[src/rtl/sound_pkg.sv]
// Shared types and the melody ROM for the snake game sound sequencer.
// Half periods in the ROM assume a 12 MHz system clock.
package sound_pkg;

  // Event codes double as priority: a higher code wins arbitration.
  typedef enum logic [1:0] {
    EV_GOOD  = 2'd0,
    EV_LEVEL = 2'd1,
    EV_BAD   = 2'd2,
    EV_OVER  = 2'd3
  } ev_e;

  typedef enum logic [1:0] {
    ST_IDLE,
    ST_LOAD,
    ST_PLAY,
    ST_GAP
  } state_e;

  typedef struct packed {
    logic [15:0] half_period;
    logic [7:0]  dur_ticks;
    logic        last;
  } note_t;

  localparam int ROM_DEPTH = 8;

  // Melodies laid out back to back: good, bad, level (3 notes), over (3 notes).
  localparam note_t MELODY_ROM [ROM_DEPTH] = '{
    '{16'd13636, 8'd25, 1'b1},   // good  : 440 Hz
    '{16'd24000, 8'd83, 1'b1},   // bad   : 250 Hz
    '{16'd11472, 8'd10, 1'b0},   // level : rising triad
    '{16'd9105,  8'd10, 1'b0},
    '{16'd7653,  8'd10, 1'b1},
    '{16'd15306, 8'd20, 1'b0},   // over  : falling triad
    '{16'd18182, 8'd20, 1'b0},
    '{16'd22901, 8'd20, 1'b1}
  };

  // First ROM address of each event's melody.
  function automatic logic [2:0] ev_start(input ev_e ev);
    case (ev)
      EV_GOOD:  ev_start = 3'd0;
      EV_BAD:   ev_start = 3'd1;
      EV_LEVEL: ev_start = 3'd2;
      default:  ev_start = 3'd5;
    endcase
  endfunction

  // Highest-priority set bit of the pending vector (bit index == event code).
  function automatic ev_e pick_highest(input logic [3:0] pend);
    if (pend[3])      pick_highest = EV_OVER;
    else if (pend[2]) pick_highest = EV_BAD;
    else if (pend[1]) pick_highest = EV_LEVEL;
    else              pick_highest = EV_GOOD;
  endfunction

endpackage

[src/rtl/tone_gen.sv]
// Square-wave tone generator: toggles every half_period cycles while enabled.
// Disabling clears both the divider and the output phase so every note starts
// low and the speaker is silent outside a note.
module tone_gen (
  input  logic        clk,
  input  logic        rst,
  input  logic [15:0] half_period,
  input  logic        enable,
  input  logic        mute,
  output logic        tone_out
);

  logic [15:0] cnt_q;
  logic        toggle_q;

  // Half-period divider and output phase register.
  always_ff @(posedge clk) begin
    // NOTE: state registers use non-blocking assignments so every flop samples
    // pre-edge values regardless of statement order.
    if (rst || !enable) begin
      cnt_q    <= '0;
      toggle_q <= 1'b0;
    end else if (cnt_q == half_period - 16'd1) begin
      cnt_q    <= '0;
      toggle_q <= ~toggle_q;
    end else begin
      cnt_q    <= cnt_q + 16'd1;
    end
  end

  assign tone_out = toggle_q & ~mute;

endmodule

[src/rtl/sound_sequencer.sv]
// Sound sequencer: latches game-event pulses, arbitrates by fixed priority
// (over > bad > level > good) and plays each event's melody through one
// shared tone generator.
// Optional build macro SOUND_PREEMPT_EN: a pending event of strictly higher
// priority than the one playing aborts the current melody at the next edge.
module sound_sequencer
  import sound_pkg::*;
#(
  parameter int TICK_DIV  = 120000,
  parameter int GAP_TICKS = 2
) (
  input  logic       clk,
  input  logic       rst,
  input  logic       ev_good,
  input  logic       ev_bad,
  input  logic       ev_level,
  input  logic       ev_over,
  input  logic       mute,
  output logic       busy,
  output logic [1:0] active_ev,
  output logic [1:0] note_idx,
  output logic       tone_out
);

  localparam int             TW        = (TICK_DIV > 1) ? $clog2(TICK_DIV) : 1;
  localparam logic [TW-1:0]  TICK_LAST = TW'(TICK_DIV - 1);
  localparam logic [7:0]     GAP_LAST  = (GAP_TICKS > 0) ? 8'(GAP_TICKS - 1) : 8'd0;
  localparam bit             HAS_GAP   = (GAP_TICKS > 0);

  state_e        state_q, state_d;
  logic [3:0]    pending_q;
  logic [3:0]    pend_set;
  logic [3:0]    pend_clr;
  logic          pend_any;
  ev_e           sel_ev;
  ev_e           ev_q;
  logic [1:0]    note_idx_q;
  note_t         cur_note;
  logic [2:0]    rom_addr;
  logic [TW-1:0] tick_cnt;
  logic [7:0]    note_tick;
  logic          tick_wrap;
  logic          play_done;
  logic          gap_done;
  logic          note_end;
  logic          preempt;
  logic          take;
  logic          tone_en;

  // Bit index of the pending vector equals the event code.
  assign pend_set = {ev_over, ev_bad, ev_level, ev_good};
  assign pend_any = |pending_q;
  assign sel_ev   = pick_highest(pending_q);
  assign rom_addr = ev_start(ev_q) + {1'b0, note_idx_q};

`ifdef SOUND_PREEMPT_EN
  assign preempt = (state_q != ST_IDLE) && pend_any && (sel_ev > ev_q);
`else
  assign preempt = 1'b0;
`endif

  // A new melody starts either from IDLE or by preempting the current one.
  assign take = ((state_q == ST_IDLE) && pend_any) || preempt;

  assign tick_wrap = (tick_cnt == TICK_LAST);
  assign play_done = (state_q == ST_PLAY) && tick_wrap &&
                     (note_tick == cur_note.dur_ticks - 8'd1);
  assign gap_done  = (state_q == ST_GAP) && tick_wrap && (note_tick == GAP_LAST);
  assign note_end  = HAS_GAP ? gap_done : play_done;

  // Clear mask for the event being selected this cycle.
  always_comb begin
    // NOTE: every always_comb output gets a default first so no path leaves
    // it unassigned, which would infer a latch.
    pend_clr = '0;
    if (take) pend_clr[sel_ev] = 1'b1;
  end

  // FSM state register.
  always_ff @(posedge clk) begin
    if (rst) state_q <= ST_IDLE;
    else     state_q <= state_d;
  end

  // FSM next-state logic.
  always_comb begin
    state_d = state_q;
    case (state_q)
      ST_IDLE: if (pend_any) state_d = ST_LOAD;
      ST_LOAD: state_d = ST_PLAY;
      ST_PLAY: begin
        if (play_done) begin
          if (HAS_GAP)            state_d = ST_GAP;
          else if (cur_note.last) state_d = ST_IDLE;
          else                    state_d = ST_LOAD;
        end
      end
      ST_GAP: begin
        if (gap_done) state_d = cur_note.last ? ST_IDLE : ST_LOAD;
      end
      default: state_d = ST_IDLE;
    endcase
    if (preempt) state_d = ST_LOAD;
  end

  // FSM outputs; the tone runs only while PLAY is both current and next, so
  // it starts counting on PLAY entry and drops on the edge that leaves PLAY.
  always_comb begin
    busy    = (state_q != ST_IDLE);
    tone_en = (state_q == ST_PLAY) && (state_d == ST_PLAY);
  end

  // Pending latch, melody position, note latch and duration counters.
  always_ff @(posedge clk) begin
    if (rst) begin
      pending_q  <= '0;
      ev_q       <= EV_GOOD;
      note_idx_q <= '0;
      cur_note   <= '0;
      tick_cnt   <= '0;
      note_tick  <= '0;
    end else begin
      // Set wins over clear when both hit the same bit.
      pending_q <= (pending_q & ~pend_clr) | pend_set;
      if (take) begin
        ev_q       <= sel_ev;
        note_idx_q <= '0;
        tick_cnt   <= '0;
        note_tick  <= '0;
      end else begin
        case (state_q)
          ST_LOAD: begin
            cur_note  <= MELODY_ROM[rom_addr];
            tick_cnt  <= '0;
            note_tick <= '0;
          end
          ST_PLAY, ST_GAP: begin
            if (tick_wrap) begin
              tick_cnt  <= '0;
              note_tick <= (play_done || gap_done) ? 8'd0 : note_tick + 8'd1;
            end else begin
              tick_cnt  <= tick_cnt + TW'(1);
            end
          end
          default: ;
        endcase
        if (note_end) begin
          if (cur_note.last) begin
            ev_q       <= EV_GOOD;
            note_idx_q <= '0;
          end else begin
            note_idx_q <= note_idx_q + 2'd1;
          end
        end
      end
    end
  end

  assign active_ev = ev_q;
  assign note_idx  = note_idx_q;

  tone_gen u_tone_gen (
    .clk         (clk),
    .rst         (rst),
    .half_period (cur_note.half_period),
    .enable      (tone_en),
    .mute        (mute),
    .tone_out    (tone_out)
  );

endmodule
[config.mk]
export PLATFORM = sky130hd
export DESIGN_NAME = sound_sequencer
export DESIGN_NICKNAME = d
export VERILOG_FILES = /design/src/rtl/sound_pkg.sv /design/src/rtl/tone_gen.sv /design/src/rtl/sound_sequencer.sv
export SDC_FILE = /design/constraint.sdc
export NUM_CORES = 1
export LEC_CHECK = 0
export ABC_CLOCK_PERIOD_IN_PS = 6600
export CORE_MARGIN = 2
export CORE_UTILIZATION = 45
export DETAILED_ROUTE_END_ITERATION = 12
export GPL_TIMING_DRIVEN = 1
export MAX_ROUTING_LAYER = met4
export REMOVE_ABC_BUFFERS = 1
export SLEW_MARGIN = 20
export SYNTH_ARGS = -nofsm -noshare
export SYNTH_HDL_FRONTEND = slang
export SYNTH_SLANG_ARGS = --single-unit
[constraint.sdc]
create_clock -name clk -period 6.6 [get_ports clk]
set_clock_uncertainty 0.15 [all_clocks]
set_input_delay 0.99 -clock clk [delete_from_list [all_inputs] [get_ports clk]]
set_output_delay 0.99 -clock clk [all_outputs]
set_load 0.005 [all_outputs]
## Word-level counts from Yosys, hierarchy flattened

Memory sizes are Yosys's and may differ from the RTL's. A register that Yosys moved wholly into a read port is not among the register bits.
Index checks and enable logic that the tools add are counted.

| word-level totals | value |
|---|---|
| bits in registers | 52 |
| memory bits (read-only) | 200 |
| input port bits | 7 |
| memories kept | 1 |

Memory list:

| name | depth | bits a word | rd ports | clocked after memory_dff | write ports | RTL line | text |
|---|---|---|---|---|---|---|---|
| (name not given) | 8 | 25 | 1 | 1 | 0 | sound_sequencer.sv:133 | `cur_note <= MELODY_ROM[rom_addr];` |

| operators by class | value |
|---|---|
| $add $sub $neg | 7 |
| order comparisons | 2 |
| equality and inequality tests | 11 |
| muxes and demuxes | 21 |
| bitwise operators | 8 |
| reduce and logical (&&, ||, !) cells | 23 |

Operators with widths:

| operator | number |
|---|---|
| one-hot mux 17 bit (2 select lines) | 1 |
| 2-to-1 mux 2 bit | 9 |
| adder 17 x 1 -> 17 bit, second input constant | 1 |
| equality test 17 bit, second input constant | 1 |
| 2-to-1 mux 17 bit | 1 |
| adder 16 x 1 -> 16 bit, second input constant | 1 |
| equality test 16 bit | 1 |
| 2-to-1 mux 8 bit | 2 |
| one-hot mux 8 bit (2 select lines) | 1 |
| subtractor 16 x 1 -> 16 bit, second input constant | 1 |
| one-hot mux 3 bit (3 select lines) | 1 |
| adder 8 x 1 -> 8 bit, second input constant | 1 |
| equality test 2 bit, second input constant | 4 |
| equality test 8 x 1 -> 1 bit, second input constant | 1 |
| equality test 8 bit | 1 |
| one-hot mux 2 bit (4 select lines) | 1 |
| nonzero test 2 bit | 4 |
| subtractor 8 x 1 -> 8 bit, second input constant | 1 |
| logical AND 1 bit | 7 |
| AND reduction 2 bit | 3 |
| OR reduction 2 bit | 3 |
| bitwise AND 4 bit | 1 |
| equality test 2 x 1 -> 1 bit, second input constant | 2 |
| logical NOT 2 bit | 2 |
| other kinds (16) | 21 |

## Longest topological paths before layout

| depth | value |
|---|---|
| depth after elaboration | 11 |
| mapped depth | 9 |

## Hierarchy

Synthesis repeated with hierarchy kept, for this count alone.

| unflattened totals | value |
|---|---|
| cell total of the unflattened synthesis | 524 |
| area total of the unflattened synthesis | 4315.4 um^2 |

Modules (own cells, without submodules):

| module | instances | cells an instance | area each (um^2) | seq. area each (um^2) |
|---|---|---|---|---|
| sound_sequencer | 1 | 370 | 2982.9 | 1141.1 |
| tone_gen | 1 | 154 | 1332.5 | 340.3 |

## Worst setup path before layout

No wires, ideal clock.

| timing | value |
|---|---|
| kind | register to register |
| start point | register cur_note[13] (netlist bit) |
| end point | register u_tone_gen.cnt_q[6] |
| setup time | 0.134 ns |
| data arrival time | 2.379 ns |
| setup slack | 3.938 ns |
| cell stages (with the launch flop) | 9 |
| path buffers | 2 |
| path through | dfxtp_1 -> buf_6 -> or4_4 -> or4_1 -> a32oi_1 -> a21oi_1 -> nor4_4 -> buf_6 -> nor3_2 |

| between the ends | value |
|---|---|
| longest elaborated chain between the ends | 3 |

RTL lines:

| item | RTL line | text |
|---|---|---|
| start, declared | sound_sequencer.sv:38 | `note_t cur_note;` |
| start signal, assigned | sound_sequencer.sv:133 |  |
| subtractor 16 x 1 -> 16 bit | tone_gen.sv:23 | `end else if (cnt_q == half_period - 16'd1) begin` |
| equality test 16 bit | tone_gen.sv:23 |  |
| OR reduction 2 bit (no line) | - |  |
| end signal, assigned | tone_gen.sv:27 | `cnt_q <= cnt_q + 16'd1;` |
| end, declared | tone_gen.sv:13 | `logic [15:0] cnt_q;` |

No other way between the ends.
A chain may end at the register's enable or synchronous reset.

## Final worst setup path

| timing | value |
|---|---|
| start point | register state_q[1] |
| end point | output busy |

| between the ends | value |
|---|---|
| longest elaborated chain between the ends | 1 |

RTL lines:

| item | RTL line | text |
|---|---|---|
| start, declared | sound_sequencer.sv:30 | `state_e state_q, state_d;` |
| start signal, assigned | sound_sequencer.sv:82 | `else state_q <= state_d;` |
| nonzero test 2 bit | sound_sequencer.sv:109 | `busy = (state_q != ST_IDLE);` |
| end, declared | sound_sequencer.sv:19 | `output logic busy,` |

No other way between the ends.

==> metrics <==
footprint of the multi-input gates=2560 um2; CTS tree=done; min-delay worst type=flop to flop; Yosys top cell area share=35.2%; Die H=101 um; Setup TNS=0 ns; worst path arrival time=2.28 ns; clock insertion delay at the later pin of the skew report=0.35 ns; first-pass GRT wire length=17100 um; RSZ-0062 raised after global routing=no; Clock Sinks=74; # IOs=13; diodes inserted=0; initial drt markers=167; initial core utilization=46.0%; EDFF count, synth=0; Residual DRC=0; Post-CTS Setup Repair Bufs=0; core area=9150 um2; top-count cell post-synth=dfxtp_1; relative slew slack=29.9%; Yosys warning count=0; WL per Instance=15.7 um; post-synthesis cell count=513; Lkg Pwr=1.53 nW; Cell Area, Synth=4210 um2; Max H-tree Level=3; PortBufs=12; post-route ant nets=0; crit path time final=3.42 ns; max-slew violations=0; status=complete, no violations; fin crit share=51.9%; routability cong.=0.920; max cap viols=0; synth unique cells=61; power density cells=257 nW/um2; GRT Resource Usage Total=21.7%; detailed-route wire length=9920 um; post-synth top area cell=dfxtp_1; top post-synthesis cells by count=dfxtp_1 (74), nor2_1 (48), nand2_1 (46), a21oi_1 (35), nor3_1 (32); Post-synth ARST share=0%; die area=10200 um2; startpoint types=flop; worst path required time=5.46 ns; Clock Path Buffers=2; maximum clock frequency=292 MHz; CTS Buf Count=9; Top FF cell, synth=dfxtp_1; Final Instance Area=4610 um2; Reg clk slew, reported paths=0.09 ns; synthesized flop and latch total=74; hold depth=2; fin nets=538; CTS Root Cell=clkbuf_8; Area Growth Syn to Fin=9.53%; antenna violations before repair=0; Register Area=1480 um2; Area contributors post-synth=dfxtp_1 (35%), xnor2_1 (5.2%), xor2_1 (4.4%); worst vdd ir=0.156 mV; pin count of the biggest net entering global routing=34; final setup fails=0; Worst R2R Setup Slack=3.30 ns; drt first pass iters=5; Vias=3692; crit path capture type=output pin; row count=35; post-CTS sizing=0; detailed placement HPWL=7030 um; vias per cell=5.84; Placement Cell Area=4360 um2; synthesized area per cell=8.21 um2; Worst R2R Path Depth=8; # fillers=888; Slew @ Worst Pin=1.05 ns; vias in the first global route=3548; post-synthesis sequential area ratio=35.2%; Crit Path Max Fanout=16; share of post-route cells with drive strength above 1=5.37%; endpoints failing hold=0; Die Wd=101 um; WS Path Type=flop to output pin; hold-fix buffers at CTS=0; total gr overflow=0
## worst max-delay path, stage by stage (launching register included)
cell             delay, ns
dfxtp_1               0.57
nor2_1                0.09
buf_4                 0.20
inv_1                 0.45
clkdlybuf4s50_1       0.62
## stage by stage
stage	power (W)	cells	worst slack [ns]	hold WS [ns]	util [%]
2_1_floorplan	0.000686	490	3.87	0.299	-
3_3_place_gp	0.000758	616	2.69	0.326	47.7
3_5_place_dp	0.000762	616	3.24	0.328	47.7
4_1_cts	0.00119	632	3.17	0.348	50.3
5_1_grt	0.00125	632	2.82	0.371	50.4
6_report	0.00118	632	3.18	0.345	50.4
## flip-flops by register name, indices dropped and copies added, names as in the netlist
| signal | count |
|---|---|
| active_ev | 2 |
| cur_note | 22 |
| note_idx | 2 |
| note_tick | 8 |
| pending_q | 4 |
| state_q | 2 |
| tick_cnt | 17 |
| u_tone_gen.cnt_q | 16 |
| u_tone_gen.toggle_q | 1 |
## kinds of logic (layout without fill, tap and decap cells)
family | count (synthesis) | count (layout) | share of synthesized area (%)
adders and majority gates | 15 | 15 | 4.63
xor gates and xnor gates | 47 | 47 | 10.1
buffers and inverters | 38 | 46 | 4.31
AOI/OAI and AO/OA | 114 | 114 | 17.8
DFF | 74 | 74 | 35.2
and+or+nand+nor | 223 | 223 | 27.5
muxes | 2 | 2 | 0.475
## layout make-up
cell class,count,area share (%)
inverters,15,1.22
repair buffers,15,2.98
clock inverters,6,2.49
flip-flops and latches,74,32.1
clock buffers,10,2.77
well taps,111,3.01
multi-input cells,401,55.4
## metal layers
layer  GRT usage [%]  vias to the layer above  routed length, um
met1            27.6                     1735               4770
met2            35.1                       77               4680
met3            4.85                       11                347
met4            5.48                        0                127
li1                -                     1869                  -
met5               -                        -                  0
## path summary, 6_finish.rpt
check / start / to
hold reg to reg: u_tone_gen.toggle_q / u_tone_gen.toggle_q
hold / removal: u_tone_gen.toggle_q / u_tone_gen.toggle_q
setup / recovery: state_q[1] / busy
setup reg to reg: cur_note[9] / u_tone_gen.cnt_q[10]
## placed cells by master, fill, tap and decap left out, types with 6 or more instances in the layout
| cell type | n |
|---|---|
| dfxtp_1 | 74 |
| nor2_1 | 48 |
| nand2_1 | 46 |
| a21oi_1 | 35 |
| nor3_1 | 32 |
| nand3_1 | 27 |
| xnor2_1 | 25 |
| xor2_1 | 21 |
| o21ai_0 | 16 |
| inv_1 | 15 |
| ha_1 | 14 |
| a311oi_1 | 12 |
| nor4_1 | 11 |
| clkdlybuf4s50_1 | 11 |
| o211ai_1 | 9 |
| clkbuf_8 | 9 |
| nand4_1 | 7 |
| a31oi_1 | 7 |
| and3_1 | 6 |
| o21a_1 | 6 |
## power by group
part	internal, W	switching [W]
logic	0.000102	0.000151
registers	0.000467	0.0000322
clock network	0.000253	0.000179
(Power assumes the default switching activity.)
